<file path="config.mk">
export PLATFORM = sky130hd
export DESIGN_NAME = random_spawner_flat
export DESIGN_NICKNAME = d
export VERILOG_FILES = /design/src/rtl/random_spawner_if.sv /design/src/rtl/random_spawner.sv /design/src/flat_wrapper.sv
export SDC_FILE = /design/constraint.sdc
export NUM_CORES = 1
export LEC_CHECK = 0
export CAP_MARGIN = 20
export CORE_MARGIN = 10
export CORE_UTILIZATION = 47
export DETAILED_ROUTE_END_ITERATION = 8
export PLACE_DENSITY = 0.72
export SYNTH_ARGS = -nofsm -noshare
export SYNTH_HDL_FRONTEND = slang
export SYNTH_SLANG_ARGS = --single-unit
</file>
<file path="constraint.sdc">
create_clock -name clock -period 2.1 [get_ports clock]
set_input_delay 0.525 -clock clock [delete_from_list [all_inputs] [get_ports clock]]
set_output_delay 0.525 -clock clock [all_outputs]
set_load 0.01 [all_outputs]
</file>
<file path="src/rtl/random_spawner_if.sv">
// Spawn event handshake between the random spawner and the game FSM.
// master: spawner drives valid/col/speed/count; slave: consumer drives ready.
interface random_spawner_if;
    logic       spawn_valid;
    logic       spawn_ready;
    logic [2:0] spawn_col;
    logic [1:0] spawn_speed;
    logic [7:0] spawn_count;

    modport master (
        output spawn_valid,
        output spawn_col,
        output spawn_speed,
        output spawn_count,
        input  spawn_ready
    );

    modport slave (
        input  spawn_valid,
        input  spawn_col,
        input  spawn_speed,
        input  spawn_count,
        output spawn_ready
    );
endinterface

</file>
<file path="src/rtl/random_spawner.sv">
// Turns LFSR bytes into timed spawn events (column, speed, gap) and
// advances the LFSR once per accepted event.
// Ports: clock, reset (sync, active-low), start (enable level),
//   rnd_in (LFSR byte), rng_enable (LFSR advance pulse),
//   spawn (valid/ready event bus: col, speed, accepted count).
module random_spawner #(
    parameter int unsigned TICK_DIV = 833333,
    parameter int unsigned MIN_GAP  = 8,
    parameter logic [4:0]  GAP_MASK = 5'h1F,
    parameter int unsigned NUM_COLS = 5
) (
    input  logic             clock,
    input  logic             reset,
    input  logic             start,
    input  logic [7:0]       rnd_in,
    output logic             rng_enable,
    random_spawner_if.master spawn
);

    localparam int TW = $clog2(TICK_DIV);
    // Wide enough for MIN_GAP plus the largest 5-bit gap field.
    localparam int GW = $clog2(MIN_GAP + 32);

    localparam logic [TW-1:0] TICK_LAST = TW'(TICK_DIV - 1);
    localparam logic [3:0]    NC4       = 4'(NUM_COLS);
    localparam logic [2:0]    NC3       = NC4[2:0];
    localparam logic [GW-1:0] GAP_BASE  = GW'(MIN_GAP);
    localparam logic [GW-1:0] GAP_ONE   = GW'(1);

    typedef enum logic [1:0] {
        IDLE,
        DRAW,
        OFFER,
        WAIT
    } state_t;

    state_t state;
    state_t state_next;

    logic [TW-1:0] tick_cnt;
    logic          tick;
    logic [GW-1:0] gap_cnt;
    logic [2:0]    col_q;
    logic [1:0]    speed_q;
    logic [7:0]    count_q;
    logic          rng_q;

    logic          capture;
    logic          accept;
    logic          gap_step;

    logic [2:0]    col_raw;
    logic [2:0]    col_fold;
    logic [4:0]    gap_field;
    logic [GW-1:0] gap_val;

    assign tick = (tick_cnt == TICK_LAST);

    // A 3-bit value is below 2*NUM_COLS for every legal NUM_COLS,
    // so one conditional subtract folds it into range.
    always_comb begin
        col_raw  = rnd_in[2:0];
        col_fold = col_raw;
        if ({1'b0, col_raw} >= NC4) begin
            col_fold = col_raw - NC3;
        end
    end

    assign gap_field = rnd_in[7:3] & GAP_MASK;
    assign gap_val   = GAP_BASE + GW'(gap_field);

    always_ff @(posedge clock) begin
        if (!reset) begin
            state <= IDLE;
        end else begin
            state <= state_next;
        end
    end

    always_comb begin
        state_next = state;
        capture    = 1'b0;
        accept     = 1'b0;
        gap_step   = 1'b0;
        unique case (state)
            IDLE: begin
                if (start) begin
                    state_next = DRAW;
                end
            end
            DRAW: begin
                if (start) begin
                    capture    = 1'b1;
                    state_next = OFFER;
                end else begin
                    state_next = IDLE;
                end
            end
            OFFER: begin
                // A dropped start does not withdraw a pending offer.
                if (spawn.spawn_ready) begin
                    accept     = 1'b1;
                    state_next = start ? WAIT : IDLE;
                end
            end
            WAIT: begin
                if (!start) begin
                    state_next = IDLE;
                end else if (tick) begin
                    if (gap_cnt == GAP_ONE) begin
                        state_next = DRAW;
                    end else begin
                        gap_step = 1'b1;
                    end
                end
            end
            default: begin
                state_next = IDLE;
            end
        endcase
    end

    always_ff @(posedge clock) begin
        if (!reset) begin
            tick_cnt <= '0;
            gap_cnt  <= '0;
            col_q    <= '0;
            speed_q  <= '0;
            count_q  <= '0;
            rng_q    <= 1'b0;
        end else begin
            // Tick phase restarts from zero whenever spawning resumes.
            if (state == IDLE || tick) begin
                tick_cnt <= '0;
            end else begin
                tick_cnt <= tick_cnt + TW'(1);
            end

            // LFSR steps at the edge ending this pulse, ahead of next DRAW.
            rng_q <= accept;

            if (accept) begin
                count_q <= count_q + 8'd1;
            end

            if (capture) begin
                col_q   <= col_fold;
                speed_q <= rnd_in[4:3];
                gap_cnt <= gap_val;
            end else if (gap_step) begin
                gap_cnt <= gap_cnt - GAP_ONE;
            end
        end
    end

    assign rng_enable        = rng_q;
    assign spawn.spawn_valid = (state == OFFER);
    assign spawn.spawn_col   = col_q;
    assign spawn.spawn_speed = speed_q;
    assign spawn.spawn_count = count_q;

endmodule

</file>
<file path="src/flat_wrapper.sv">
// flat-port wrapper written by rule: the top's interface ports become plain ports
module random_spawner_flat 
#(
    parameter int unsigned TICK_DIV = 833333,
    parameter int unsigned MIN_GAP  = 8,
    parameter logic [4:0]  GAP_MASK = 5'h1F,
    parameter int unsigned NUM_COLS = 5
)
  (clock, reset, start, rnd_in, rng_enable, spawn_spawn_valid, spawn_spawn_col, spawn_spawn_speed, spawn_spawn_count, spawn_spawn_ready);
  random_spawner_if spawn_i ();
  input  logic clock;
  input  logic reset;
  input  logic start;
  input  logic [7:0] rnd_in;
  output logic rng_enable;
  output wire logic [$bits(spawn_i.spawn_valid)-1:0] spawn_spawn_valid;
  output wire logic [$bits(spawn_i.spawn_col)-1:0] spawn_spawn_col;
  output wire logic [$bits(spawn_i.spawn_speed)-1:0] spawn_spawn_speed;
  output wire logic [$bits(spawn_i.spawn_count)-1:0] spawn_spawn_count;
  input wire logic [$bits(spawn_i.spawn_ready)-1:0] spawn_spawn_ready;
  assign spawn_spawn_valid = spawn_i.spawn_valid;
  assign spawn_spawn_col = spawn_i.spawn_col;
  assign spawn_spawn_speed = spawn_i.spawn_speed;
  assign spawn_spawn_count = spawn_i.spawn_count;
  assign spawn_i.spawn_ready = spawn_spawn_ready;
  random_spawner #(.TICK_DIV(TICK_DIV), .MIN_GAP(MIN_GAP), .GAP_MASK(GAP_MASK), .NUM_COLS(NUM_COLS)) u_core (.clock(clock), .reset(reset), .start(start), .rnd_in(rnd_in), .rng_enable(rng_enable), .spawn(spawn_i));
endmodule
</file>
==> results.sh, run 1 <==
export IMPL_dp_cells=328
export IMPL_gr_total_overflow=0
export IMPL_syn_avg_cell_area_sq_um=8.76
export IMPL_ioPinCount=27
export IMPL_die_y_microns=86.5
export IMPL_root_buffer="clkbuf_8"
export IMPL_synth_nets=257
export IMPL_portBuffers=26
export IMPL_core_area_sq_mm=0.00432
export IMPL_initial_core_util_pct=48.0
export IMPL_finalHoldWorstSlack_ns=0.454
export IMPL_drv_slew=0
export IMPL_final_common_cell="dfxtp_1"
export IMPL_totalWireLength_microns=4330
export IMPL_synth_ff_type="dfxtp_1"
export IMPL_drc_errors=0
export IMPL_fmax_mhz=491
export IMPL_synth_compound_area_share_pct=8.44
export IMPL_synth_cell_types=46
export IMPL_n_fill_cell=373
export IMPL_power_leakage_uw=0.000960
export IMPL_dieArea_sq_mm=0.00747
export IMPL_dp_hpwl_microns=3250
export IMPL_min_period_ns=2.04
export IMPL_clock_latency_ns=0.29
export IMPL_critPathKind="reg2reg"
export IMPL_grt_pass1_wl_microns=7660
export IMPL_grt_pass1_vias=1719
export IMPL_gp_congestion=0.873
export IMPL_max_vdd_ir_drop_mv=0.457
export IMPL_syn_instance_count=237
export IMPL_p_int_uw=1220
export IMPL_multi_input_area_sq_mm=0.00115
export IMPL_dr_total_vias=1764
export IMPL_synth_edff_count=0
export IMPL_clkSinkCount=42
export IMPL_ys_seq_elements=42
export IMPL_yosysSeqAreaShare_pct=40.5
export IMPL_status="completed"
export IMPL_max_slew_margin_rel_pct=66.5
export IMPL_first_iter_violations=57
export IMPL_synth_top_area_cell="dfxtp_1"
export IMPL_p_clk_share_pct=40.7
export IMPL_synthMuxAreaShare_pct=1.02
export IMPL_ys_top_cells_by_area="dfxtp_1 (41%), nor2_1 (7.2%), xor2_1 (6.3%), xnor2_1 (5.5%), ha_1 (4.8%)"
export IMPL_endpoint_kind="register"
export IMPL_total_power_uw=1570
export IMPL_syn_area_sq_mm=0.00208
export IMPL_track_usage_pct=12.4
export IMPL_comb_power_share_pct=7.2
export IMPL_powerDensity_mw_per_mm2=598
export IMPL_cts_max_path_buffers=2
export IMPL_utilization_pct=60.7
export IMPL_via_per_inst=5.25
export IMPL_setup_viol_count_final=0
export IMPL_clk_pin_slew_ns=0.08
export IMPL_fin_worst_skew_ns=0.00570
export IMPL_sw_frac_of_total_pct=22.3
export IMPL_rows=24
export IMPL_antenna_found_initial=0
export IMPL_synth_top_family_by_area="simple AND/OR/NAND/NOR gates"
export IMPL_n_antenna_cell=0
export IMPL_crit_required_ns=2.29
export IMPL_cts_buffers=5
export IMPL_tightestPinTransition_ns=0.497
export IMPL_drtAntennaViolNets=0
export IMPL_min_period_over_period_pct=97.1
export IMPL_cp_max_fo=2
export IMPL_wl_per_cell_microns=12.9
export IMPL_yosysTopAreaCellShare_pct=40.5
export IMPL_synth_adder_area_share_pct=4.82
export IMPL_final_hold_viol_count=0
export IMPL_firstDrtPassIters=4
export IMPL_startpoint_type="register"
export IMPL_cts_hold_fix_buffers=0
export IMPL_cp_arrival_ns=2.23
export IMPL_switchingPower_uw=350
export IMPL_seqCellArea_sq_um=842
export IMPL_synth_simple_gate_area_share_pct=29.1
export IMPL_drive_gt1_share_pct=14.1
export IMPL_cts_tree="done"
export IMPL_layout_common_cells="dfxtp_1 (41), nor2_1 (40), clkdlybuf4s50_1 (26), buf_4 (20), nand2_1 (19)"
export IMPL_async_reset_ff_share_pct=0
export IMPL_max_cap_viol_count=0
export IMPL_final_instance_count_excl_fill=336
export IMPL_grt_max_degree=21
export IMPL_synth_xor_area_share_pct=11.8
export IMPL_hp_class="reg2reg"
export IMPL_ys_warn_count=0
export IMPL_die_w_microns=86.5
export IMPL_rsz0062_at_grt="yes"
export IMPL_area_growth_pct=26.5
export IMPL_fin_nets=303
export IMPL_pwr_share_seq_pct=52.1
export IMPL_htreeDepth=2
## critical path, cell delays in order, from the launching register on
cell and delay (ns):
dfxtp_1 0.32, or4b_4 0.55, nor4_4 0.27, nand4bb_2 0.14
or4_1 0.42, o2111a_1 0.25
## final timing paths
kind,startpoint,endpoint,slack [ns],depth (start not counted)
worst max-delay path,u_core.tick_cnt[17],u_core.gap_cnt[3],0.06,5
worst min register to register,u_core.spawn.spawn_speed[0],u_core.spawn.spawn_speed[0],0.45,2
worst min-delay path,u_core.spawn.spawn_speed[0],u_core.spawn.spawn_speed[0],0.45,2
worst max register to register,u_core.tick_cnt[17],u_core.gap_cnt[3],0.06,5
## per-stage QoR
step           worst slack, ns  cell area (sq um)  TNS (ns)
2_1_floorplan           0.0131               2080         0
3_3_place_gp           -0.0182               2510   -0.0182
3_5_place_dp           -0.0456               2510   -0.0623
4_1_cts                 0.0196               2620         0
5_1_grt               -0.00142               2630  -0.00142
6_report                0.0617               2630         0
## flip-flops by register name, summed over array words and instances (netlist names)
name	count
u_core.rng_enable	1
u_core.spawn.spawn_speed	2
u_core.spawn.spawn_col	3
u_core.tick_cnt	20
u_core.state	2
u_core.gap_cnt	6
u_core.spawn.spawn_count	8
## metal layers
| layer | vias up | routed length, microns | track usage [%] |
|---|---|---|---|
| li1 | 915 | - | - |
| met1 | 804 | 2030 | 15.2 |
| met2 | 36 | 1950 | 19.0 |
| met3 | 9 | 269 | 4.22 |
| met4 | 0 | 83 | 5.74 |
| met5 | - | 0 | 0 |
## cell usage after synthesis (all sizes together) (2+ instances only)
cell	number
inv	12
o211a	2
nor3	3
clkbuf	4
and3	2
buf	3
or4	2
nor2b	2
nand4	10
and4	2
nand3	14
o211ai	5
or2	2
nand2	19
a21oi	7
xnor2	13
xor2	15
nor2	40
or4b	2
ha	8
nor4	3
and3b	2
or3	3
nand4bb	2
dfxtp	42
o21ai	4
## logic make-up (layout without fill, tap and decap cells)
logic type               after synthesis  after routing
AO/OA/AOI/OAI                         25             25
XOR/XNOR                              28             28
adder cells (fa/ha/maj)                8              8
buffers and inverters                 19             66
flip-flops                            42             42
multiplexers                           2              2
AND/OR/NAND/NOR                      113            113
## layout make-up
class,count,area share [%]
well taps,52,2.48
flip-flops and latches,42,32.1
multi-input cells,176,43.8
repair buffers,46,15.6
inverters,12,1.72
clock buffers,5,2.62
clock inverters,3,1.72
## power by group through the flow
stage / registers (uW) / clock network, uW / logic (uW)
floorplan: 837 / 0 / 61.5
global placement: 837 / 0 / 112
detailed placement: 837 / 0 / 114
CTS: 818 / 657 / 115
global route: 820 / 694 / 128
finish: 818 / 638 / 113
## repair_timing
| action | in CTS | in global routing |
|---|---|---|
| buffers inserted | 0 | 0 |
| setup endpoints to repair | 0 | 2 |
| endpoints found under the hold margin | 0 | 0 |
| gates resized for setup | 0 | 2 |
(Power assumes the default switching activity.)
==> inputs of run 2 (changes only) <==
Settings changed: CAP_MARGIN 20 to not set, SKIP_CTS_REPAIR_TIMING set to 1.
==> results of run 2 <==
Final layout, timing and power as in run 1 (identical DEF).
==> inputs of run 3 (changes only) <==
--- a/config.mk
+++ b/config.mk
@@ -7,2 +7,3 @@
 export LEC_CHECK = 0
+export ABC_AREA = 1
 export CORE_MARGIN = 10
--- a/constraint.sdc
+++ b/constraint.sdc
@@ -3,2 +3,2 @@
 set_output_delay 0.525 -clock clock [all_outputs]
-set_load 0.01 [all_outputs]
+set_load 0.1 [all_outputs]
==> run 3 against run 2 <==
  * Count of clock-buffer cells in the layout rose by 2
  * Cell count up 29%
  * Fmax grew 15%
  * Register-to-register slack improved by 0.47 ns
  * Global-route usage is essentially flat
  * Largest cell class unchanged
  * Largest power group unchanged
==> results.sh, run 3 <==
export IMPL_final_common_cell="nand2_1"
export IMPL_cts_tree="done"
export IMPL_clk_pin_slew_ns=0.08
export IMPL_topRoutingLayerUsed="met4"
export IMPL_cp_arrival_ns=1.24
export IMPL_synth_adder_area_share_pct=4.38
export IMPL_crit_required_ns=1.57
export IMPL_cts_buffers=5
export IMPL_synth_top_family_by_area="simple AND/OR/NAND/NOR gates"
export IMPL_firstDrtPassIters=4
export IMPL_tightestPinTransition_ns=0.400
export IMPL_gp_congestion=0.828
export IMPL_clkSinkCount=42
export IMPL_syn_instance_count=337
export IMPL_synth_cell_types=27
export IMPL_r2r_start="u_core.tick_cnt[4]"
export IMPL_powerDensity_mw_per_mm2=716
export IMPL_slowest_stage="dfxtp_1"
export IMPL_reg2reg_setup_slack_ns=0.53
export IMPL_min_path_cells=2
export IMPL_top_register="u_core.tick_cnt"
export IMPL_critPathKind="reg2out"
export IMPL_area_growth_pct=17.2
export IMPL_track_usage_pct=12.3
export IMPL_totalWireLength_microns=4850
export IMPL_yosysSeqAreaShare_pct=36.8
export IMPL_drtAntennaViolNets=0
export IMPL_fin_nets=387
export IMPL_grt_max_degree=21
export IMPL_hold_start="u_core.spawn.spawn_speed[1]"
export IMPL_max_cap_viol_count=0
export IMPL_portBuffers=26
export IMPL_utilization_pct=56.7
export IMPL_die_w_microns=89.7
export IMPL_drc_errors=0
export IMPL_fin_worst_skew_ns=0.00452
export IMPL_hp_class="reg2reg"
export IMPL_dr_wl_met3_microns=229
export IMPL_cp_max_fo=6
export IMPL_dr_total_vias=2113
export IMPL_syn_area_sq_mm=0.00229
export IMPL_synth_nets=357
export IMPL_cpPeakStageDelay_ns=0.50
export IMPL_wl_per_cell_microns=11.2
export IMPL_r2r_end="u_core.tick_cnt[11]"
export IMPL_yosysMostFrequentCell="nand2_1"
export IMPL_ff2ff_path_depth=8
export IMPL_synth_ff_type="dfxtp_1"
export IMPL_antenna_found_initial=0
export IMPL_final_hold_viol_count=0
export IMPL_max_slew_margin_rel_pct=73.2
export IMPL_power_leakage_uw=0.00104
export IMPL_htreeDepth=2
export IMPL_first_iter_violations=80
export IMPL_fin_area_sq_mm=0.00268
export IMPL_gr_total_overflow=0
export IMPL_min_period_ns=1.77
export IMPL_met2_length_microns=2140
export IMPL_synth_top_area_cell="dfxtp_1"
export IMPL_grt_pass1_wl_microns=8630
export IMPL_timing_critical_path_from="u_core.state[1]"
export IMPL_dp_hpwl_microns=3670
export IMPL_setup_tns_ns=0
export IMPL_via_per_inst=4.87
export IMPL_syn_avg_cell_area_sq_um=6.78
export IMPL_die_y_microns=89.7
export IMPL_async_reset_ff_share_pct=0
export IMPL_rsz0062_at_grt="no"
export IMPL_n_fill_cell=455
export IMPL_core_area_sq_mm=0.00472
export IMPL_drv_slew=0
export IMPL_wl_met1_microns=2370
export IMPL_ioPinCount=27
export IMPL_hold_end="u_core.spawn.spawn_speed[1]"
export IMPL_grt_pass1_vias=2038
export IMPL_crit_chain="nand2_1 > inv_1 > buf_12"
export IMPL_ys_seq_elements=42
export IMPL_yosysTopAreaCellShare_pct=36.8
export IMPL_fmax_mhz=566
export IMPL_layout_common_cells="nand2_1 (73), nor2_1 (55), dfxtp_1 (42), inv_1 (36), a21oi_1 (24)"
export IMPL_synth_edff_count=0
export IMPL_root_buffer="clkbuf_8"
export IMPL_largest_reg_flops=20
export IMPL_endpoint_kind="output port"
export IMPL_initial_core_util_pct=48.4
export IMPL_cts_max_path_buffers=2
export IMPL_ys_top_cells_by_count="nand2_1 (73), nor2_1 (55), dfxtp_1 (42), inv_1 (36), a21oi_1 (24)"
export IMPL_synthMuxAreaShare_pct=0
export IMPL_synth_xor_area_share_pct=3.83
export IMPL_synth_compound_area_share_pct=9.09
export IMPL_startpoint_type="register"
export IMPL_clock_latency_ns=0.29
export IMPL_total_power_uw=1920
export IMPL_placedInstanceArea_sq_mm=0.00260
export IMPL_status="completed"
export IMPL_dieArea_sq_mm=0.00805
export IMPL_min_period_over_period_pct=84.2
export IMPL_drive_gt1_share_pct=12.3
export IMPL_max_vdd_ir_drop_mv=0.484
export IMPL_rows=25
export IMPL_ys_top_cells_by_area="dfxtp_1 (37%), nand2_1 (12%), nor2_1 (9.0%), inv_1 (5.9%), a21oi_1 (5.3%)"
export IMPL_n_antenna_cell=0
export IMPL_setup_viol_count_final=0
export IMPL_ys_warn_count=0
export IMPL_synth_simple_gate_area_share_pct=36.8
-- run 3: final cells by class --
type,instances,area [sq um],share of cell area (%)
Inverter,44,165,6.16
Timing Repair Buffer,30,278,10.4
Sequential cell,42,841,31.4
Multi-Input combinational cell,244,1240,46.1
Clock buffer,7,76.3,2.85
Tap cell,67,83.8,3.13
-- run 3: logic make-up after synthesis --
kind of cell               count (synthesis)
and+or+nand+nor                          185
AOI/OAI and AO/OA                         41
DFF                                       42
adders and majority gates                  8
buffers and inverters                     51
xor gates and xnor gates                  10
-- run 3: worst max path at each step --
stage / end / slack (ns)
3_3_place_gp: u_core.state[1] / 0.20
4_1_cts: spawn_spawn_valid / 0.32
3_5_place_dp: u_core.state[1] / 0.17
2_1_floorplan: u_core.spawn.spawn_count[6] / 0.11
5_1_grt: spawn_spawn_valid / 0.25
6_report: spawn_spawn_valid / 0.33
-- run 3: where the power goes --
| group | switching, uW | total [uW] | internal [uW] | leakage (uW) |
|---|---|---|---|---|
| Combinational | 355 | 531 | 176 | 0.000666 |
| Clock | 270 | 499 | 229 | 0.0000383 |
| Sequential | 46.4 | 887 | 841 | 0.000340 |
| Total | 672 | 1920 | 1250 | 0.00104 |
-- run 3: worst max-delay path: cells and delay by family (launching register included) --
| family | cells | cell delay, ns |
|---|---|---|
| buffers and inverters | 2 | 0.30 |
| flip-flops | 1 | 0.50 |
| AND/OR/NAND/NOR | 1 | 0.15 |
-- run 3: metrics by stage --
stage / std cells / hold slack, ns / setup slack (ns)
after floorplan: 337 / 0.452 / 0.108
after global placement: 427 / 0.459 / 0.201
after detailed placement: 427 / 0.462 / 0.165
after CTS: 434 / 0.478 / 0.322
after global routing: 434 / 0.505 / 0.254
final: 434 / 0.474 / 0.332
-- run 3: metal layers --
metal / vias to the layer above / global-route usage [%]
met4: 0 / 4.99
met2: 32 / 20.2
li1: 1128 / -
met5: - / 0
met1: 943 / 14.6
met3: 10 / 3.91
